## config.mk

```make
export PLATFORM = sky130hd
export DESIGN_NAME = rr_grant_arbiter
export DESIGN_NICKNAME = d
export VERILOG_FILES = /design/src/rtl/arb_pkg.sv /design/src/rtl/rr_grant_arbiter_priority_encoder.sv /design/src/rtl/rr_grant_arbiter.sv
export SDC_FILE = /design/constraint.sdc
export NUM_CORES = 1
export LEC_CHECK = 0
export ABC_AREA = 1
export CORE_ASPECT_RATIO = 2
export CORE_MARGIN = 5
export CORE_UTILIZATION = 30
export DETAILED_ROUTE_END_ITERATION = 8
export MAX_ROUTING_LAYER = met4
export PLACE_DENSITY = 0.61
export SYNTH_ARGS = -nofsm -noshare
export SYNTH_HDL_FRONTEND = slang
export SYNTH_HIERARCHICAL = 1
export SYNTH_SLANG_ARGS = --single-unit
```

## constraint.sdc

```tcl
create_clock -name clk_i -period 4.2 [get_ports clk_i]
set_input_delay 1.26 -clock clk_i [delete_from_list [all_inputs] [get_ports clk_i]]
set_output_delay 1.26 -clock clk_i [all_outputs]
set_load 0.005 [all_outputs]
```

## src/rtl/arb_pkg.sv

```systemverilog
// ---------------------------------------------------------------------------
// arb_pkg
// Shared definitions for the round-robin grant arbiter.
//   N_REQ       : number of requesters sharing the downstream resource
//   IDX_W       : width of a binary requester index
//   arb_state_e : arbiter FSM state (IDLE waits for requests, GRANT holds one)
// ---------------------------------------------------------------------------
package arb_pkg;

  localparam int N_REQ = 32;
  localparam int IDX_W = 5;

  typedef enum logic [0:0] {
    IDLE  = 1'b0,
    GRANT = 1'b1
  } arb_state_e;

endpackage

```

## src/rtl/rr_grant_arbiter_priority_encoder.sv

```systemverilog
// ---------------------------------------------------------------------------
// priority_encoder
// LSB-first priority encoder: reports the lowest set bit of data_i.
//   data_i  : input  [N_REQ-1:0]  vector to encode
//   data_o  : output [IDX_W-1:0]  index of the lowest set bit (0 if none)
//   valid_o : output              high when any bit of data_i is set
// ---------------------------------------------------------------------------
module priority_encoder
  import arb_pkg::*;
(
  input  logic [N_REQ-1:0] data_i,
  output logic [IDX_W-1:0] data_o,
  output logic             valid_o
);

  // Scan from the top down so the last hit written is the lowest set index.
  always_comb begin
    data_o  = '0;
    valid_o = 1'b0;
    for (int i = N_REQ - 1; i >= 0; i--) begin
      if (data_i[i]) begin
        data_o  = IDX_W'(i);
        valid_o = 1'b1;
      end
    end
  end

endmodule

```

## src/rtl/rr_grant_arbiter.sv

```systemverilog
// ---------------------------------------------------------------------------
// rr_grant_arbiter
// Round-robin arbiter sharing one downstream resource among 32 requesters,
// with rotating priority, grant locking and an optional hold-time limit.
//   clk_i       : input        clock, rising edge
//   rst_ni      : input        synchronous active-low reset
//   req_i       : input  [31:0] request levels, bit n = requester n
//   gnt_o       : output [31:0] registered one-hot grant, zero when idle
//   gnt_idx_o   : output [4:0]  binary index of the granted requester
//   gnt_valid_o : output        high while a grant is held
//   preempt_o   : output        one-cycle pulse when MAX_HOLD ends a grant
// Parameters:
//   MAX_HOLD    : longest grant in cycles, 0 = unlimited
//   HOLD_W      : hold counter width, derived from MAX_HOLD
// ---------------------------------------------------------------------------
module rr_grant_arbiter
  import arb_pkg::*;
#(
  parameter int MAX_HOLD = 16,
  parameter int HOLD_W   = $clog2(MAX_HOLD + 1)
) (
  input  logic             clk_i,
  input  logic             rst_ni,
  input  logic [N_REQ-1:0] req_i,
  output logic [N_REQ-1:0] gnt_o,
  output logic [IDX_W-1:0] gnt_idx_o,
  output logic             gnt_valid_o,
  output logic             preempt_o
);

  // MAX_HOLD = 0 would give a zero-width counter, so keep at least one bit.
  localparam int CNT_W = (HOLD_W < 1) ? 1 : HOLD_W;
  localparam logic [CNT_W-1:0] HOLD_LAST =
    (MAX_HOLD == 0) ? '0 : CNT_W'(MAX_HOLD - 1);

  arb_state_e       r_state;
  logic [IDX_W-1:0] r_ptr;
  logic [CNT_W-1:0] r_holdCnt;
  logic [N_REQ-1:0] r_gnt;
  logic [IDX_W-1:0] r_gntIdx;
  logic             r_gntValid;
  logic             r_preempt;

  logic [N_REQ-1:0] w_mask;
  logic [IDX_W-1:0] w_maskIdx;
  logic [IDX_W-1:0] w_reqIdx;
  logic             w_maskEncValid;
  logic             w_reqEncValid;
  logic             w_unusedEncValid;
  logic             w_maskAny;
  logic             w_reqAny;
  logic [IDX_W-1:0] w_winner;
  logic             w_heldReq;
  logic             w_expire;

  // Keep only requesters at or above the rotating pointer.
  assign w_mask = req_i & ~((N_REQ'(1) << r_ptr) - N_REQ'(1));

  priority_encoder u_maskEnc (
    .data_i  (w_mask),
    .data_o  (w_maskIdx),
    .valid_o (w_maskEncValid)
  );

  priority_encoder u_reqEnc (
    .data_i  (req_i),
    .data_o  (w_reqIdx),
    .valid_o (w_reqEncValid)
  );

  // Encoder valid flags are not relied on; presence is reduced locally.
  assign w_unusedEncValid = w_maskEncValid ^ w_reqEncValid;
  assign w_maskAny        = |w_mask;
  assign w_reqAny         = |req_i;

  // Wrap around to the lowest requester when nobody sits at or above ptr.
  assign w_winner  = w_maskAny ? w_maskIdx : w_reqIdx;

  assign w_heldReq = req_i[r_gntIdx];
  assign w_expire  = (MAX_HOLD != 0) && (r_holdCnt == HOLD_LAST);

  // Arbitration FSM. Release is tested before expiry, so a request that
  // drops on the final allowed cycle ends the grant without a preempt.
  always_ff @(posedge clk_i) begin
    if (!rst_ni) begin
      r_state    <= IDLE;
      r_ptr      <= '0;
      r_holdCnt  <= '0;
      r_gnt      <= '0;
      r_gntIdx   <= '0;
      r_gntValid <= 1'b0;
      r_preempt  <= 1'b0;
    end else begin
      r_preempt <= 1'b0;
      case (r_state)
        IDLE: begin
          if (w_reqAny) begin
            r_gnt      <= N_REQ'(1) << w_winner;
            r_gntIdx   <= w_winner;
            r_gntValid <= 1'b1;
            r_holdCnt  <= '0;
            r_state    <= GRANT;
          end
        end
        GRANT: begin
          if (!w_heldReq || w_expire) begin
            r_gnt      <= '0;
            r_gntValid <= 1'b0;
            r_ptr      <= r_gntIdx + IDX_W'(1);
            r_state    <= IDLE;
            // Reaching here with the request still high means expiry.
            r_preempt  <= w_heldReq;
          end else if (r_holdCnt != {CNT_W{1'b1}}) begin
            r_holdCnt <= r_holdCnt + CNT_W'(1);
          end
        end
        default: r_state <= IDLE;
      endcase
    end
  end

  assign gnt_o       = r_gnt;
  assign gnt_idx_o   = r_gntIdx;
  assign gnt_valid_o = r_gntValid;
  assign preempt_o   = r_preempt;

endmodule

```

# Word level (Yosys, flattened, before mapping)
# Index checks and enable logic that the tools add are counted.
[op_classes]
order_cmp = 1
muxes = 80
n_addsub = 3
eq_ne = 6
bitwise = 3
reduce_logical = 9
shift = 2
[op_table]
columns = ["operator", "count"]
rows = [
  ["5-bit two-way mux", 68],
  ["32-bit two-way mux", 2],
  ["32-bit case mux with 2 select lines", 1],
  ["32-bit OR reduction", 2],
  ["1-bit by 5-bit << shifter with 32-bit output, first input constant", 2],
  ["32-bit AND", 1],
  ["32-bit NOT", 1],
  ["32-bit by 1-bit subtractor with 32-bit output, second input constant", 1],
  ["5-bit by 1-bit adder with 5-bit output, second input constant", 2],
  ["5-bit case mux with 2 select lines", 1],
  ["5-bit by 6-bit less-than comparator with 1-bit output, second input constant", 1],
  ["2-bit AND reduction", 3],
  ["3-bit AND reduction", 2],
  ["1-bit binary-select mux with 5-bit select", 1],
  ["5-bit by 4-bit equality test with 1-bit output, second input constant", 1],
  ["1-bit two-way mux", 5],
  ["5-bit inequality test, second input constant", 1],
  ["2-bit by 1-bit inequality test with 1-bit output, second input constant", 2],
  ["2-bit inequality test, second input constant", 2],
  ["1-bit case mux with 2 select lines", 2],
  ["1-bit logical NOT", 1],
  ["1-bit logical OR", 1],
  ["1-bit NOT", 1],
]
[word_totals]
word_cells = 111
output_inout_bits = 39
input_bits = 34
reg_bits = 50

# Logic depth before layout (Yosys ltp)
# Gate-level depths: netlist of the first run.
[logic_depth]
ltp_word = 40
ltp_mapped = 52
mapped_depth_nobuf = 51

# Hierarchy
# The synthesis of the first run kept the hierarchy.
[modules_own_cells]
columns = ["mod", "seq_area_each_um2", "area_each_um2", "cells_per_inst", "n_inst"]
rows = [
  ["rr_grant_arbiter", 1001.0, 3636.0, 611, 1],
  ["priority_encoder", 0.0, 442.9, 107, 2],
]

# Least setup slack after synthesis of the first run
# Ideal clock, no wire load.
[synth_timing]
path_type = "flip-flop to flip-flop"
start = "reg r_ptr[2]"
end = "reg r_gnt[17] (netlist: gnt_o[17])"
slack_ps = 475
path_buffers = 1
period_less_slack_ps = 3725
setup_time_ps = 72
t_arrival_ps = 3653
required_ps = 4128
path_stages_with_launch = 52
path_cell_list = "dfxtp_1 inv_2 clkbuf_1 nand2_1 nor2_1 inv_1 ha_1 nand2_1 nor2_4 inv_2 nor2_4 nand2_1 nand2_1 nand3_1 inv_1 inv_1 nand2_1 nand2_1 (+16 left out) nand2_1 nand2_1 nand2_1 nand2_1 nand2_1 nand2_1 nand2_1 nand2_1 nand2_1 nand2_1 nand2_1 a21oi_2 nand2_1 nand2_1 nand2_1 nor2_1 nand3_1 a21oi_1"
[synth_between]
word_cells_on_any_way = 41
cone_classes = "add/sub (1); shift (2); mux (35); bitwise (2); reduce/logical (1)"
[synth_rtl]
columns = ["item", "line_no", "source"]
rows = [
  ["from (decl)", "rr_grant_arbiter.sv:37", "logic [IDX_W-1:0] r_ptr;"],
  ["from (signal assigned)", "rr_grant_arbiter.sv:109", "r_ptr <= r_gntIdx + IDX_W'(1);"],
  ["1-bit by 5-bit << shifter with 32-bit output", "rr_grant_arbiter.sv:57", "assign w_mask = req_i & ~((N_REQ'(1) << r_ptr) - N_REQ'(1));"],
  ["32-bit by 1-bit subtractor with 32-bit output", "rr_grant_arbiter.sv:57", ""],
  ["32-bit NOT", "rr_grant_arbiter.sv:57", ""],
  ["32-bit AND", "rr_grant_arbiter.sv:57", ""],
  ["named net w_mask[30]", "rr_grant_arbiter.sv:44", "logic [N_REQ-1:0] w_mask;"],
  ["5-bit two-way mux (31 in series)", "rr_grant_arbiter_priority_encoder.sv:21", "if (data_i[i]) begin"],
  ["named net w_maskIdx[0]", "rr_grant_arbiter.sv:45", "logic [IDX_W-1:0] w_maskIdx;"],
  ["5-bit two-way mux", "rr_grant_arbiter.sv:77", "assign w_winner = w_maskAny ? w_maskIdx : w_reqIdx;"],
  ["1-bit by 5-bit << shifter with 32-bit output", "rr_grant_arbiter.sv:98", "r_gnt <= N_REQ'(1) << w_winner;"],
  ["32-bit two-way mux", "rr_grant_arbiter.sv:97", "if (w_reqAny) begin"],
  ["32-bit case mux with 2 select lines", "rr_grant_arbiter.sv:95", "case (r_state)"],
  ["to (signal assigned)", "rr_grant_arbiter.sv:98", ""],
  ["to (decl)", "rr_grant_arbiter.sv:39", "logic [N_REQ-1:0] r_gnt;"],
]
# The timed path passes the listed nets, and every way through them passes these cells. The select of a mux whose other input is x is not followed.
# A chain may end at the register's enable or synchronous reset.

# Final worst setup path of the first run
[layout_timing]
start = "reg r_ptr[0]"
end = "reg r_gnt[13] (netlist: gnt_o[13])"
# The elaborated chain is that of the path after synthesis.

==> summary.md, run 1 <==
| Metric | Value |
|---|---|
| Status | `finished, final reports clean` |
| Die X | `around 97 um` |
| Synth Net Count | `between 800 and 900` |
| Overall via count from detail_route | `between 5,000 and 6,000` |
| Max-cap violations | `0` |
| Vias per cell | `4.83` |
| Hold path cells | `2` |
| Clk_lat worst skew | `0.30 ns` |
| Count of pins over their slew limit | `0` |
| Gr usage total | `20.3%` |
| Fill cells | `~1,700` |
| Hold Fails Final Rpt | `0` |
| Sw frac | `a little under two fifths` |
| Placed instance area | `0.00614 sq mm` |
| Starting Density | `30.4%` |
| Slew margin rel. | `a little over half` |
| Power per cell area | `271 mW/mm^2` |
| Final wirelength | `18.0 mm` |
| Core area | `between 0.01 and 0.015 sq mm` |
| FF-to-FF End | `gnt_o[13]$_SDFFE_PN0P_` |
| Int Pwr | `1.13 mW` |
| Routability Congestion | `0.933` |
| Crit share post-route | `97.0%` |
| Global-route wire length before repair | `28.2 mm` |
| Leak Pwr | `3.13 nW` |
| Worst Reg2Reg Path Length in Cells | `37` |
| # H-tree levels | `2` |
| Final Skew | `0.00671 ns` |
| Worst hold start | `gnt_o[27]$_SDFFE_PN0P_` |
| Die height | `183 um` |
| WHS Endpoint | `gnt_o[27]$_SDFFE_PN0P_` |
| Setup TNS | `0 ns` |
| CP arrival | `approximately 4.2 ns` |
| First-iteration detailed-routing DRC count | `229` |
| Combinational group share of total power | `roughly 45%` |
| Max FO, Critical Path | `5` |
| Pre-antenna DRT Iters | `4` |
| Crit path launch type | `flip-flop` |
| Sink Count | `50` |
| Flop2flop setup slack | `0.13 ns` |
| Slowest cell delay on critical path | `approximately 0.4 ns` |
| Total number of yosys warnings | `6` |
| Clock group share of total power | `26.0%` |
| Cell mode on critical path | `nand2_1` |
| Initial antenna violation count | `0` |
| Bufs on Longest Clock Path | `2` |
| Crit path kind | `reg -> reg` |
| Fin area | `between 0.006 and 0.007 sq mm` |
| Via count of the first global-routing pass | `5,702` |
| # setup viols final | `0` |
| Reg clk slew, reported paths | `approximately 0.07 ns` |
| Fmax | `245 MHz` |
| CTS tree | `yes` |
| Gr ovfl total | `0` |
| Peak supply drop | `0.330 mV` |
| HPWL Detailed | `14.8 mm` |
| # DRC | `0` |
| FF-to-FF Start | `r_ptr[0]$_SDFFE_PN0P_` |
| Slowest-stage cell, CP | `a211oi_1` |
| Final antenna-violating net count | `0` |
| # diodes | `0` |
| Input/output buffers | `72` |
| Layout cell share with drive strength beyond 1 | `22.1%` |
| Boundary pin count | `73` |
| Required time worst endpoint | `4.37 ns` |
| FP Rows | `63` |
| Unrepaired setup endpoints after global routing | `true` |
| Avg WL per Cell | `between 15 and 20 um` |
| Gate Count Post-Synth | `823` |
| Pin count of the biggest net entering global routing | `37` |
| Switching power | `685 uW` |
| Worst slew pin tran | `0.717 ns` |
| Worst hold-check path type | `reg -> reg` |
| Die Area | `0.0177 sq mm` |
| Cts bufs inserted | `5` |
| Avg Cell Area, Syn | `5.48 sq um` |
| Area Overhead vs Synth | `47.9%` |
| Final #Nets | `1,032` |
| Critical path endpoint category | `flip-flop` |
| Tmin final | `4.07 ns` |
| Seq pwr share | `29.2%` |
| CTS root buf | `clkbuf_16` |
| Cell Area, Synth | `0.00451 sq mm` |
==> sequential cells by signal, indices dropped and copies added (netlist names) <==
signal	cells
gnt_idx_o	5
preempt_o	1
gnt_valid_o	1
r_holdCnt	5
r_state	1
gnt_o	32
r_ptr	5
==> cell type report <==
class	instances	area (sq um)	area share, %
clock inverter	3	45.0	0.675
multi-input combinational	595	3060	45.8
sequential	50	1010	15.2
inverter	154	583	8.73
timing repair buffer	187	1610	24.1
clock buffer	5	125	1.87
tap	195	244	3.66
==> worst max path at each step <==
| stage | from | end | slack, ns | cells after the start |
|---|---|---|---|---|
| after floorplan | r_ptr[2]$_SDFFE_PN0P_ | gnt_o[17]$_SDFFE_PN0P_ | 0.47 | 51 |
| after global placement | req_i[30] | gnt_o[22]$_SDFFE_PN0P_ | -0.29 | 42 |
| after detailed placement | req_i[29] | gnt_o[19]$_SDFFE_PN0P_ | -0.30 | 40 |
| after CTS | r_ptr[0]$_SDFFE_PN0P_ | gnt_o[26]$_SDFFE_PN0P_ | -0.06 | 52 |
| after global routing | r_ptr[0]$_SDFFE_PN0P_ | gnt_o[22]$_SDFFE_PN0P_ | -0.39 | 52 |
| final | r_ptr[0]$_SDFFE_PN0P_ | gnt_o[13]$_SDFFE_PN0P_ | 0.13 | 37 |
==> worst max-delay path: cells and delay by family, from the launching register on <==
family | cells | cell delay, ns
and+or+nand+nor | 22 | 1.63
adders and majority gates | 1 | 0.17
buffers and inverters | 8 | 0.76
AOI/OAI and AO/OA | 6 | 1.00
DFF | 1 | 0.39
==> layer usage <==
layer / vias up / global-route usage [%] / wire [um]
met1: 2625 / 18.7 / 6370
li1: 2955 / - / -
met5: - / - / 0
met3: 46 / 1.94 / 431
met2: 119 / 40.1 / 10200
met4: 0 / 11.0 / 1000
==> placed cells by master, fill, tap and decap left out, drive strengths merged, types with 6 or more instances in the layout <==
master and n:
o21ai 33, nand4 13, nor2 129, o22ai 8
nor3 6, nor4 14, clkdlybuf4s50 68, dfxtp 50
nand2 216, a21oi 48, buf 115, nand3 94
inv 153
==> power groups by stage <==
stage	clock [mW]	combinational (mW)	sequential, mW
final	0.471	0.810	0.529
after global placement	0	0.728	0.537
after CTS	0.484	0.734	0.526
after global routing	0.503	0.900	0.533
after detailed placement	0	0.730	0.537
after floorplan	0	0.405	0.522
==> per-stage QoR <==
step / utilization (%) / worst slack [ns] / hold WS [ns] / std cells / power [mW]
floorplan: - / 0.475 / 0.460 / 823 / 0.927
global placement: 41.4 / -0.291 / 0.454 / 1169 / 1.27
detailed placement: 41.4 / -0.298 / 0.458 / 1169 / 1.27
CTS: 42.6 / -0.0571 / 0.472 / 1177 / 1.74
global route: 45.0 / -0.390 / 0.478 / 1189 / 1.94
finish: 45.0 / 0.126 / 0.465 / 1189 / 1.81
==> what timing repair did <==
| action | 4_1_cts | 5_1_grt |
|---|---|---|
| setup endpoints to repair | 8 | 33 |
| resized for setup | 1 | 83 |
| pin swaps | 0 | 36 |
| setup buffers | 0 | 13 |
| hold buffers | 0 | 0 |
No activity file was read; power rests on OpenSTA's default activity.
==> run 2: changes to the inputs <==
Settings changed: CORE_MARGIN 5 to 10.
==> run 2 against run 1 <==
Maximum frequency about the same. Sequential share of layout area up 0.31 points. Setup slack worse by 0.0038 ns. Non-clock buffer count down 23. Sequential power down 2%. Critical path type is now in -> reg. Critical endpoint is now gnt_o[21]$_SDFFE_PN0P_.
==> summary.md, run 2 (same netlist as run 1, synthesis figures left out) <==
| Metric | Value |
|---|---|
| Die height | `193 um (was 183 um)` |
| Unrepaired setup endpoints after global routing | `true (unchanged)` |
| Global-route wire length before repair | `28.2 mm (about the same)` |
| Area Overhead vs Synth | `44.8% (was 47.9%)` |
| Clk_lat worst skew | `0.30 ns (about the same)` |
| Sink Count | `50 (unchanged)` |
| Initial antenna violation count | `0 (unchanged)` |
| Post-layout util | `44.1% (was 45.0%)` |
| # setup viols final | `0 (unchanged)` |
| Tmin final | `4.08 ns (was 4.07 ns)` |
| Gr ovfl total | `0 (unchanged)` |
| HPWL Detailed | `15.1 mm (was 14.8 mm)` |
| Final #Nets | `1,009 (was 1,032)` |
| Count of pins over their slew limit | `0 (unchanged)` |
| Max FO, Critical Path | `5 (unchanged)` |
| Crit path kind | `in -> reg (was reg -> reg)` |
| Starting Density | `30.4% (unchanged)` |
| Cts bufs inserted | `5 (unchanged)` |
| CP arrival | `4.30 ns (was 4.24 ns)` |
| Crit share post-route | `97.1% (was 97.0%)` |
| Critical path endpoint category | `flip-flop (unchanged)` |
| Status | `finished, final reports clean (unchanged)` |
| Core area | `0.0148 sq mm (unchanged)` |
| Hold Fails Final Rpt | `0 (unchanged)` |
| Die Area | `0.0206 sq mm (was 0.0177 sq mm)` |
| FP Rows | `63 (unchanged)` |
| Leak Pwr | `3.02 nW (was 3.13 nW)` |
| Final wirelength | `18.2 mm (was 18.0 mm)` |
| Final antenna-violating net count | `0 (unchanged)` |
| Boundary pin count | `73 (unchanged)` |
| Layout cell share with drive strength beyond 1 | `20.4% (was 22.1%)` |
| Final Skew | `0.00946 ns (was 0.00671 ns)` |
| Max reg flops | `32 (unchanged)` |
| Power per cell area | `268 mW/mm^2 (was 271 mW/mm^2)` |
| Hold_buf cts | `0 (unchanged)` |
| # H-tree levels | `2 (unchanged)` |
| Pre-antenna DRT Iters | `5 (was 4)` |
| Via count of the first global-routing pass | `5,552 (was 5,702)` |
| # diodes | `0 (unchanged)` |
| Peak supply drop | `0.224 mV (was 0.330 mV)` |
| Die X | `107 um (was 96.7 um)` |
| Overall via count from detail_route | `5,646 (was 5,745)` |
| Vias per cell | `4.84 (was 4.83)` |
| First-iteration detailed-routing DRC count | `206 (was 229)` |
| Worst hold-check path type | `reg -> reg (unchanged)` |
| Fmax | `245 MHz (about the same)` |
| Fin area | `0.00653 sq mm (was 0.00668 sq mm)` |
| Bufs on Longest Clock Path | `2 (unchanged)` |
| Routability Congestion | `0.965 (was 0.933)` |
| Pin count of the biggest net entering global routing | `33 (was 37)` |
| Required time worst endpoint | `4.42 ns (was 4.37 ns)` |
| Worst slew pin tran | `0.733 ns (was 0.717 ns)` |
| Avg WL per Cell | `15.6 um (was 15.1 um)` |
| Crit path launch type | `input pin (was flip-flop)` |
| Most frequent cells in the layout | `nand2_1, inv_1, nor2_1 (was nand2_1, inv_1, buf_4)` |
| Gr usage total | `17.5% (was 20.3%)` |
| Input/output buffers | `72 (unchanged)` |
| CTS tree | `yes (unchanged)` |
| Max-cap violations | `0 (unchanged)` |
| Placed instance area | `0.00602 sq mm (was 0.00614 sq mm)` |
| Commonest non-fill, non-tap cell in the layout | `nand2_1 (unchanged)` |
| Slew margin rel. | `50.8% (was 52.1%)` |
| CTS root buf | `clkbuf_16 (unchanged)` |
| Reg clk slew, reported paths | `0.07 ns (about the same)` |
| # DRC | `0 (unchanged)` |
-- run 2: changes by cell type in the layout (fill, tap and decap cells not counted), sizes merged --
cell / previous run / this run
buf: 115 / 92
bufinv: 1 / 0
clkdlybuf4s50: 68 / 69
clkinv: 1 / 2
clkinvlp: 2 / 1
dlymetal6s2s: 4 / 3
inv: 153 / 154
-- run 2: path summary, 6_finish.rpt --
check                         startpoint                endpoint  slack, ns  cells past startpoint
hold / removal    gnt_o[30]$_SDFFE_PN0P_  gnt_o[30]$_SDFFE_PN0P_       0.47                      2
setup reg to reg   r_ptr[4]$_SDFFE_PN0P_  gnt_o[21]$_SDFFE_PN0P_       0.16                     26
hold reg to reg   gnt_o[30]$_SDFFE_PN0P_  gnt_o[30]$_SDFFE_PN0P_       0.47                      2
setup / recovery               req_i[25]  gnt_o[21]$_SDFFE_PN0P_       0.12                     16
-- run 2: metal layers --
layer	up-vias	global-route usage [%]	part of all wire, %
li1	2910	-	-
met1	2609	16.1	37
met2	92	34.2	56
met3	35	1.86	2.4
met4	0	8.25	4.5
met5	-	-	0
-- run 2: layout make-up --
class,instances,area (sq um)
Multi-Input combinational cell,595,3070
Inverter,154,584
Sequential cell,50,1010
Timing Repair Buffer,164,1470
Tap cell,195,244
Clock inverter,3,28.8
Clock buffer,5,125
Fill cell,1695,8290
-- run 2: worst max-delay path, cell delays in order --
cell	delay, ns
clkdlybuf4s50_1	0.47
o21ai_0	0.18
inv_1	0.11
buf_4	0.15
nor4_1	0.29
a21oi_1	0.17
nor2_1	0.32
o21bai_1	0.12
a31oi_1	0.29
inv_1	0.07
nand2_1	0.07
o21ai_1	0.25
nor2_1	0.18
buf_4	0.16
nand3_1	0.07
a21oi_1	0.13
-- run 2: timing repair --
item	CTS	global route
buffers inserted	0	8
setup endpoints to repair	15	33
pin swaps	0	27
resized for setup	1	87
-- run 2: through the flow --
stage               total power [mW]  instances  hold slack [ns]  setup TNS (ns)  worst slack (ns)
global placement                1.26       1150            0.450           -8.40            -0.335
CTS                             1.69       1158            0.469          -0.301           -0.0400
detailed placement              1.26       1150            0.457           -7.41            -0.294
floorplan                      0.927        823            0.460               0             0.475
finish                          1.75       1166            0.467               0             0.123
global route                    1.85       1166            0.488           -7.00            -0.269
-- run 2: report_power, final --
part	total [mW]	switching, mW	leakage (nW)	internal [mW]
Clock	0.426	0.197	0.0763	0.229
Combinational	0.804	0.478	2.53	0.327
Sequential	0.519	0.0224	0.407	0.496
